**src/rtl/ysyx_22041211_wbu_pipe.sv**
```systemverilog
// Writeback/commit unit: in-order commit FIFO, late load-data merge and one
// registered commit (GPR + CSR write) per retired instruction.
module ysyx_22041211_wbu_pipe #(
  parameter int DATA_LEN = 32,
  parameter int REG_AW   = 5,
  parameter int DEPTH    = 2
) (
  input  logic                clk,
  input  logic                rst,
  input  logic                in_valid,
  output logic                in_ready,
  input  logic [DATA_LEN-1:0] in_pc,
  input  logic                in_wd,
  input  logic [REG_AW-1:0]   in_wreg,
  input  logic [DATA_LEN-1:0] in_wdata,
  input  logic                in_is_mem,
  input  logic                in_csr_we,
  input  logic [11:0]         in_csr_addr,
  input  logic [DATA_LEN-1:0] in_csr_wdata,
  input  logic                lsu_valid,
  output logic                lsu_ready,
  input  logic [DATA_LEN-1:0] lsu_rdata,
  output logic                rf_we,
  output logic [REG_AW-1:0]   rf_waddr,
  output logic [DATA_LEN-1:0] rf_wdata,
  output logic                csr_we,
  output logic [11:0]         csr_waddr,
  output logic [DATA_LEN-1:0] csr_wdata,
  output logic                commit_valid,
  output logic [DATA_LEN-1:0] commit_pc,
  output logic [63:0]         retired_cnt
);

  localparam int PW = (DEPTH > 1) ? $clog2(DEPTH) : 1;

  typedef struct packed {
    logic [DATA_LEN-1:0] pc;
    logic                wd;
    logic [REG_AW-1:0]   wreg;
    logic [DATA_LEN-1:0] wdata;
    logic                is_mem;
    logic                csr_we;
    logic [11:0]         csr_addr;
    logic [DATA_LEN-1:0] csr_wdata;
  } entry_t;

  typedef enum logic [1:0] {
    HEAD_EMPTY    = 2'd0,
    HEAD_WAIT_MEM = 2'd1,
    HEAD_READY    = 2'd2
  } head_state_t;

  entry_t      fifo_r [DEPTH];
  logic [PW-1:0] wr_ptr_r;
  logic [PW-1:0] rd_ptr_r;
  logic [PW:0]   count_r;

  entry_t      in_entry_s;
  entry_t      head_s;
  head_state_t head_state_s;
  logic        push_s;
  logic        pop_s;

  assign in_entry_s = '{pc: in_pc, wd: in_wd, wreg: in_wreg, wdata: in_wdata,
                        is_mem: in_is_mem, csr_we: in_csr_we,
                        csr_addr: in_csr_addr, csr_wdata: in_csr_wdata};
  assign head_s     = fifo_r[rd_ptr_r];

  // No bypass: a full FIFO stalls upstream even if the head retires this cycle.
  assign in_ready  = (count_r != (PW+1)'(DEPTH));
  assign lsu_ready = (head_state_s == HEAD_WAIT_MEM);
  assign push_s    = in_valid && in_ready;

  // Head classification and pop decision
  always_comb begin
    head_state_s = HEAD_EMPTY;
    pop_s        = 1'b0;
    if (count_r == {(PW+1){1'b0}}) begin
      head_state_s = HEAD_EMPTY;
    end else if (head_s.is_mem) begin
      head_state_s = HEAD_WAIT_MEM;
    end else begin
      head_state_s = HEAD_READY;
    end
    case (head_state_s)
      HEAD_READY:    pop_s = 1'b1;
      HEAD_WAIT_MEM: pop_s = lsu_valid;
      default:       pop_s = 1'b0;
    endcase
  end

  // FIFO storage write
  always_ff @(posedge clk) begin
    if (push_s) begin
      fifo_r[wr_ptr_r] <= in_entry_s;
    end
  end

  // FIFO pointers and occupancy
  always_ff @(posedge clk) begin
    if (rst) begin
      wr_ptr_r <= {PW{1'b0}};
      rd_ptr_r <= {PW{1'b0}};
      count_r  <= {(PW+1){1'b0}};
    end else begin
      if (push_s) begin
        wr_ptr_r <= wr_ptr_r + PW'(1'b1);
      end
      if (pop_s) begin
        rd_ptr_r <= rd_ptr_r + PW'(1'b1);
      end
      case ({push_s, pop_s})
        2'b10:   count_r <= count_r + (PW+1)'(1'b1);
        2'b01:   count_r <= count_r - (PW+1)'(1'b1);
        default: count_r <= count_r;
      endcase
    end
  end

  // Registered commit outputs; write ports are zeroed outside commit pulses.
  always_ff @(posedge clk) begin
    if (rst) begin
      commit_valid <= 1'b0;
      commit_pc    <= {DATA_LEN{1'b0}};
      rf_we        <= 1'b0;
      rf_waddr     <= {REG_AW{1'b0}};
      rf_wdata     <= {DATA_LEN{1'b0}};
      csr_we       <= 1'b0;
      csr_waddr    <= 12'd0;
      csr_wdata    <= {DATA_LEN{1'b0}};
      retired_cnt  <= 64'd0;
    end else if (pop_s) begin
      commit_valid <= 1'b1;
      commit_pc    <= head_s.pc;
      rf_we        <= head_s.wd && (head_s.wreg != {REG_AW{1'b0}});
      rf_waddr     <= head_s.wreg;
      rf_wdata     <= head_s.is_mem ? lsu_rdata : head_s.wdata;
      csr_we       <= head_s.csr_we;
      csr_waddr    <= head_s.csr_addr;
      csr_wdata    <= head_s.csr_wdata;
      retired_cnt  <= retired_cnt + 64'd1;
    end else begin
      commit_valid <= 1'b0;
      commit_pc    <= {DATA_LEN{1'b0}};
      rf_we        <= 1'b0;
      rf_waddr     <= {REG_AW{1'b0}};
      rf_wdata     <= {DATA_LEN{1'b0}};
      csr_we       <= 1'b0;
      csr_waddr    <= 12'd0;
      csr_wdata    <= {DATA_LEN{1'b0}};
      retired_cnt  <= retired_cnt;
    end
  end

endmodule

```
**config.mk**
```make
export PLATFORM = sky130hd
export DESIGN_NAME = ysyx_22041211_wbu_pipe
export DESIGN_NICKNAME = d
export VERILOG_FILES = /design/src/rtl/ysyx_22041211_wbu_pipe.sv
export SDC_FILE = /design/constraint.sdc
export NUM_CORES = 1
export LEC_CHECK = 0
export BUFFER_PORTS_ARGS = -buffer_cell sky130_fd_sc_hd__buf_2
export CAP_MARGIN = 40
export CORE_MARGIN = 2
export CORE_UTILIZATION = 37
export CTS_CLUSTER_SIZE = 24
export DETAILED_ROUTE_END_ITERATION = 12
export PLACE_DENSITY = 0.71
export SLEW_MARGIN = 15
export SYNTH_ARGS = -nofsm -noshare
export SYNTH_HDL_FRONTEND = slang
export SYNTH_SLANG_ARGS = --single-unit
```
**constraint.sdc**
```tcl
create_clock -name clk -period 7.2 [get_ports clk]
set_input_delay 1.44 -clock clk [delete_from_list [all_inputs] [get_ports clk]]
set_output_delay 1.44 -clock clk [all_outputs]
set_load 0.01 [all_outputs]
```
==> results_dict.tcl, run 1 <==
set metrics [dict create \
    vias_per_cell 5.00 \
    peakVddDrop_mv 0.221 \
    clk_pin_slew_ns 0.06 \
    gp_congestion 0.881 \
    synth_fa_ha_area_share_pct 0.170 \
    crit_path_start "rst" \
    synth_area_leaders "edfxtp_1 (47%), dfxtp_1 (25%), mux2i_1 (7.9%)" \
    yosysMostFrequentCell "edfxtp_1" \
    holdPathEnd "csr_waddr[5]" \
    worstSetupStartpointType "primary input" \
    end_kind "flip-flop" \
    grt.total_usage_pct 16.3 \
    placed_area_um2 17000 \
    cellPowerDensity_nw_per_um2 339 \
    yosysWarningCount 0 \
    r2r_cells 5 \
    muxShareOfSynthArea_pct 7.97 \
    setup-violations-final 0 \
    grt_first_pass_wirelength_mm 52.9 \
    cts_inserted_buffers 44 \
    path_class "primary input to flip-flop" \
    syn_nets 1231 \
    total_power_mw 6.27 \
    fp.coreArea_um2 39500 \
    synth_compound_area_share_pct 5.27 \
    synth_xor_area_share_pct 1.55 \
    placementRows 73 \
    synth_cell_types 41 \
    cts_tree "done" \
    die_height_um 203 \
    holdPathStages 2 \
    io_pins 334 \
    drt-total-wl_mm 34.4 \
    worst_slew_margin_rel_pct 42.2 \
    design_area_um2 18500 \
    rsz0062_at_grt "false" \
    path_max_fanout 70 \
    synth_seq_cells 417 \
    ys.flop_type "edfxtp_1" \
    post_synth.cell_area_avg_um2 13.7 \
    async_flop_share_pct 0 \
    ys_seq_area_share_pct 72.6 \
    area_delta_synth_final_pct 25.9 \
    numPortBuffers 333 \
    hp-start "fifo_r[0][37]" \
    synth_cells 1077 \
    insertion_delay_ns 0.56 \
    synth_top_family_by_area "simple AND/OR/NAND/NOR gates" \
    wl_per_cell_um 17.3 \
    antenna_found_initial 10 \
    drc_errors 0 \
    slew_viol_final 0 \
    synthTopCellsByCount "edfxtp_1 (232), dfxtp_1 (185), nor2_1 (162)" \
    required_ns 7.62 \
    synth_edf_count 232 \
    grt_max_degree 71 \
    clock-sinks 417 \
    grt_pass1_vias 9656 \
    num-nets-final 1573 \
    drive_gt1_share_pct 29.3 \
    regToRegSetupSlack_ns 4.16 \
    fmax_mhz 302 \
    num_vias 9923 \
    grt_overflow 0 \
    syn_area_um2 14700 \
    clock_skew_ns 0.0137 \
    root_buffer "clkbuf_16" \
    worst-endpoint-arrival_ns 3.73 \
    post_cts.repair.setup_buffers 0 \
    hold_path.class "flip-flop to flip-flop" \
    period_needed_ns 3.31 \
    place_hpwl_mm 22.7 \
    ant_nets 0 \
    yosysTopAreaCellShare_pct 47.4 \
    fin_crit_sh_pct 46.0 \
    synthSimpleGateAreaFrac_pct 10.7 \
    die_area_um2 41400 \
    worst_pin_slew_ns 0.859 \
    maxCapViolCount 0 \
    cts_max_level 2 \
    start_util_pct 37.3 \
    outcome "finished clean" \
    drt_iter0_markers 520 \
    holdBufCountCts 0 \
    setup_tns_ns 0 \
    first_pass_iters 5 \
    die_x_um 203 \
    timing.rr.end "retired_cnt[48]" \
    p_leak_nw 7.08 \
    ctsResizeCount 0 \
    hold_viol_final 0 \
    yosysTopAreaCell "edfxtp_1" \
    cts_buffer_depth 3 \
]
## metal layers
metal  part of all wire [%]  vias up  wire length, µm  track usage [%]
met3                    9.8       71             3370             6.46
met5                   0.28        -               97                0
met1                     40     4750            13700             20.0
met4                    1.9       16              667             4.69
li1                       -     4684                -                -
met2                     48      402            16500             26.6
## where the power goes
group / leakage, nW / total [mW] / internal, mW / switching (mW)
combinational: 2.70 / 0.946 / 0.362 / 0.584
clock: 0.710 / 2.29 / 1.36 / 0.924
sequential: 3.67 / 3.04 / 2.92 / 0.123
## how the worst max path moves through the flow
stage / to / slack, ns / cells past startpoint
floorplan: fifo_r[0][0] / 0.25 / 2
global placement: csr_wdata[17] / 3.36 / 5
detailed placement: commit_pc[28] / 3.30 / 5
CTS: csr_wdata[8] / 3.89 / 5
global route: csr_wdata[8] / 3.74 / 5
finish: csr_wdata[8] / 3.89 / 5
## worst max-delay path, stage by stage
cell,delay (ns)
buf_2,0.08
buf_4,0.58
or3_4,0.77
buf_4,0.63
nor2_1,0.14
## state kept, by name, indices dropped and copies added (netlist names), named ones only
signal        count
rf_wdata         32
commit_valid      1
count_r           2
retired_cnt      64
rf_waddr          5
commit_pc        32
rf_we             1
wr_ptr_r          1
rd_ptr_r          1
fifo_r          232
csr_we            1
csr_wdata        32
csr_waddr        12
## through the flow
| step | hold slack (ns) | std cells | util [%] | setup slack [ns] |
|---|---|---|---|---|
| 6_report | 0.465 | 1983 | 46.9 | 3.89 |
| 5_1_grt | 0.492 | 1980 | 46.9 | 3.74 |
| 4_1_cts | 0.474 | 1980 | 46.9 | 3.89 |
| 3_5_place_dp | 0.464 | 1898 | 43.2 | 3.30 |
| 3_3_place_gp | 0.457 | 1894 | 42.9 | 3.36 |
| 2_1_floorplan | 0.453 | 1077 | - | 0.250 |
## layout by cell type, fill, tap and decap left out, types with 14 or more instances in the layout
cell type,netlist,layout
buf_2,5,333
edfxtp_1,232,232
dfxtp_1,185,184
nor2_1,162,161
mux2i_1,116,115
clkbuf_16,0,45
a21oi_1,42,42
nand4_1,41,41
a211oi_1,33,33
o21ai_0,28,28
or3_1,26,25
nand2_1,19,19
nand3_1,18,18
inv_1,17,17
xor2_1,14,14
## cell families (layout without fill, tap and decap cells)
family | after synthesis | after routing
other | 0 | 3
multiplexers | 117 | 117
AND/OR/NAND/NOR | 322 | 322
XOR/XNOR | 26 | 26
flip-flops | 417 | 417
buffers and inverters | 69 | 447
adder cells (fa/ha/maj) | 2 | 2
AO/OA/AOI/OAI | 124 | 124
## layout make-up
class / count / area, µm²
tap: 525 / 657
sequential: 417 / 10700
timing repair buffer: 348 / 1840
inverter: 17 / 63.8
clock buffer: 57 / 1190
antenna: 3 / 7.51
fill: 3537 / 20900
clock inverter: 25 / 288
multi-input combinational: 591 / 3800
Note: power is estimated with default switching activity, not from simulation.
==> inputs of run 2 (changes only) <==
==> constraint.sdc (replaced) <==
create_clock -name clk -period 2.7 [get_ports clk]
set_input_delay 0.54 -clock clk [delete_from_list [all_inputs] [get_ports clk]]
set_output_delay 0.54 -clock clk [all_outputs]
set_load 0.01 [all_outputs]
==> run 2 against run 1 <==
  * Final area is 0.36% higher
  * Clock power rose to 2.6 times the previous value
  * Critical path type is now flip-flop to primary output
  * Combinational power rose to 2.8 times the previous value
==> results_dict.tcl, run 2 (synthesis results as in run 1) <==
set metrics [dict create \
    worst_pin_slew_ns 1.10 \
    post_cts.repair.setup_buffers 0 \
    grt_overflow 0 \
    timing.rr.end "retired_cnt[39]" \
    clock_skew_ns 0.0209 \
    dp_slack_ns 0.132 \
    largest_reg_flops 232 \
    drive_gt1_share_pct 30.1 \
    numPlacedInstances 1905 \
    grt_first_pass_wirelength_mm 52.4 \
    setup_tns_ns 0 \
    die_x_um 203 \
    layout_common_cells "buf_2 (333), edfxtp_1 (232), dfxtp_1 (183), nor2_1 (161), mux2i_1 (115)" \
    holdBufCountCts 0 \
    holdPathEnd "fifo_r[1][78]" \
    placementRows 73 \
    regToRegSetupSlack_ns 0.25 \
    grt_pass1_vias 9550 \
    largestRegisters "fifo_r: 232 flops, retired_cnt: 64 flops" \
    outcome "finished clean" \
    worst-endpoint-arrival_ns 2.01 \
    cellPowerDensity_nw_per_um2 893 \
    die_area_um2 41400 \
    maxCapViolCount 0 \
    path_class "flip-flop to primary output" \
    peakVddDrop_mv 0.607 \
    fin_crit_sh_pct 94.6 \
    cts_inserted_buffers 44 \
    period_needed_ns 2.55 \
    fp.coreArea_um2 39500 \
    slew_viol_final 0 \
    hold_path.class "primary input to flip-flop" \
    numPortBuffers 333 \
    vias_per_cell 4.88 \
    gp_congestion 0.871 \
    area_delta_synth_final_pct 26.4 \
    drc_errors 0 \
    cts_tree "done" \
    total_power_mw 16.6 \
    drt-total-wl_mm 34.3 \
    nFillCells 3541 \
    crit_chain "mux2i_4 -> buf_6 -> nor2_1 -> buf_2" \
    critical_path.slowest_cell "buf_6" \
    end_kind "primary output" \
    place_hpwl_mm 22.6 \
    p_leak_nw 7.11 \
    first_pass_iters 5 \
    clock-sinks 417 \
    start_util_pct 37.3 \
    cpPeakStageDelay_ns 0.47 \
    top_register "fifo_r" \
    antenna_found_initial 11 \
    holdPathStages 1 \
    worst_slack_ns 0.146 \
    io_pins 334 \
    cts_buffer_depth 3 \
    fmax_mhz 392 \
    drt_iter0_markers 581 \
    hold_viol_final 0 \
    die_height_um 203 \
    layoutNonFillerInstCount 1990 \
    grt_max_degree 117 \
    wl_per_cell_um 17.2 \
    insertion_delay_ns 0.55 \
    clk_pin_slew_ns 0.07 \
    num_vias 9709 \
    worstSetupStartpointType "flip-flop" \
    hp-start "in_wreg[0]" \
    r2r_cells 5 \
    postLayoutCoreUtil_pct 47.1 \
    num-nets-final 1580 \
    path_max_fanout 65 \
    ctsResizeCount 1 \
    final_common_cell "buf_2" \
    required_ns 2.16 \
    rsz0062_at_grt "false" \
    grt.total_usage_pct 16.3 \
    worst_slew_margin_rel_pct 26.7 \
    cts_max_level 2 \
    ant_nets 0 \
    setup-violations-final 0 \
    root_buffer "clkbuf_16" \
]
==> run 2: critical path: cells and delay by family, from the launching register on <==
family,cells,cell delay (ns)
buffers and inverters,2,0.65
flip-flops,1,0.38
multiplexers,1,0.26
AND/OR/NAND/NOR,1,0.17
==> run 2: worst max path at each step <==
stage,start,to,slack [ns],depth (start not counted)
3_5_place_dp,retired_cnt[2],retired_cnt[58],0.13,5
6_report,flip-flop,lsu_ready,0.15,4
4_1_cts,flip-flop,lsu_ready,0.12,4
2_1_floorplan,in_valid,fifo_r[0][0],-0.03,2
3_3_place_gp,retired_cnt[2],retired_cnt[58],0.19,5
5_1_grt,flip-flop,lsu_ready,0.04,4
==> run 2: power by group <==
group          leakage (nW)  switching [mW]  internal (mW)
Clock                 0.686            2.39           3.52
Combinational          2.75            1.61           1.01
Sequential             3.67           0.278           7.79
==> run 2: through the flow <==
stage | hold slack [ns] | instance area (µm²)
after floorplan | 0.453 | 14700
after global placement | 0.456 | 17100
after detailed placement | 0.466 | 17100
after CTS | 0.139 | 18600
after global routing | 0.148 | 18600
final | 0.173 | 18600
==> run 2: cell type report <==
type	count	area, µm²	share of cell area [%]
well taps	525	657	3.53
flip-flops and latches	417	10700	57.4
repair buffers	355	1920	10.3
inverters	17	63.8	0.343
clock buffers	59	1240	6.67
diodes	5	12.5	0.0673
multi-input cells	591	3820	20.5
clock inverters	21	198	1.06
==> run 2: layer usage <==
metal / wire length (µm) / global-route usage (%)
met1: 13700 / 19.5
met2: 16200 / 26.9
met3: 3290 / 5.72
met4: 975 / 6.41
met5: 84 / 0
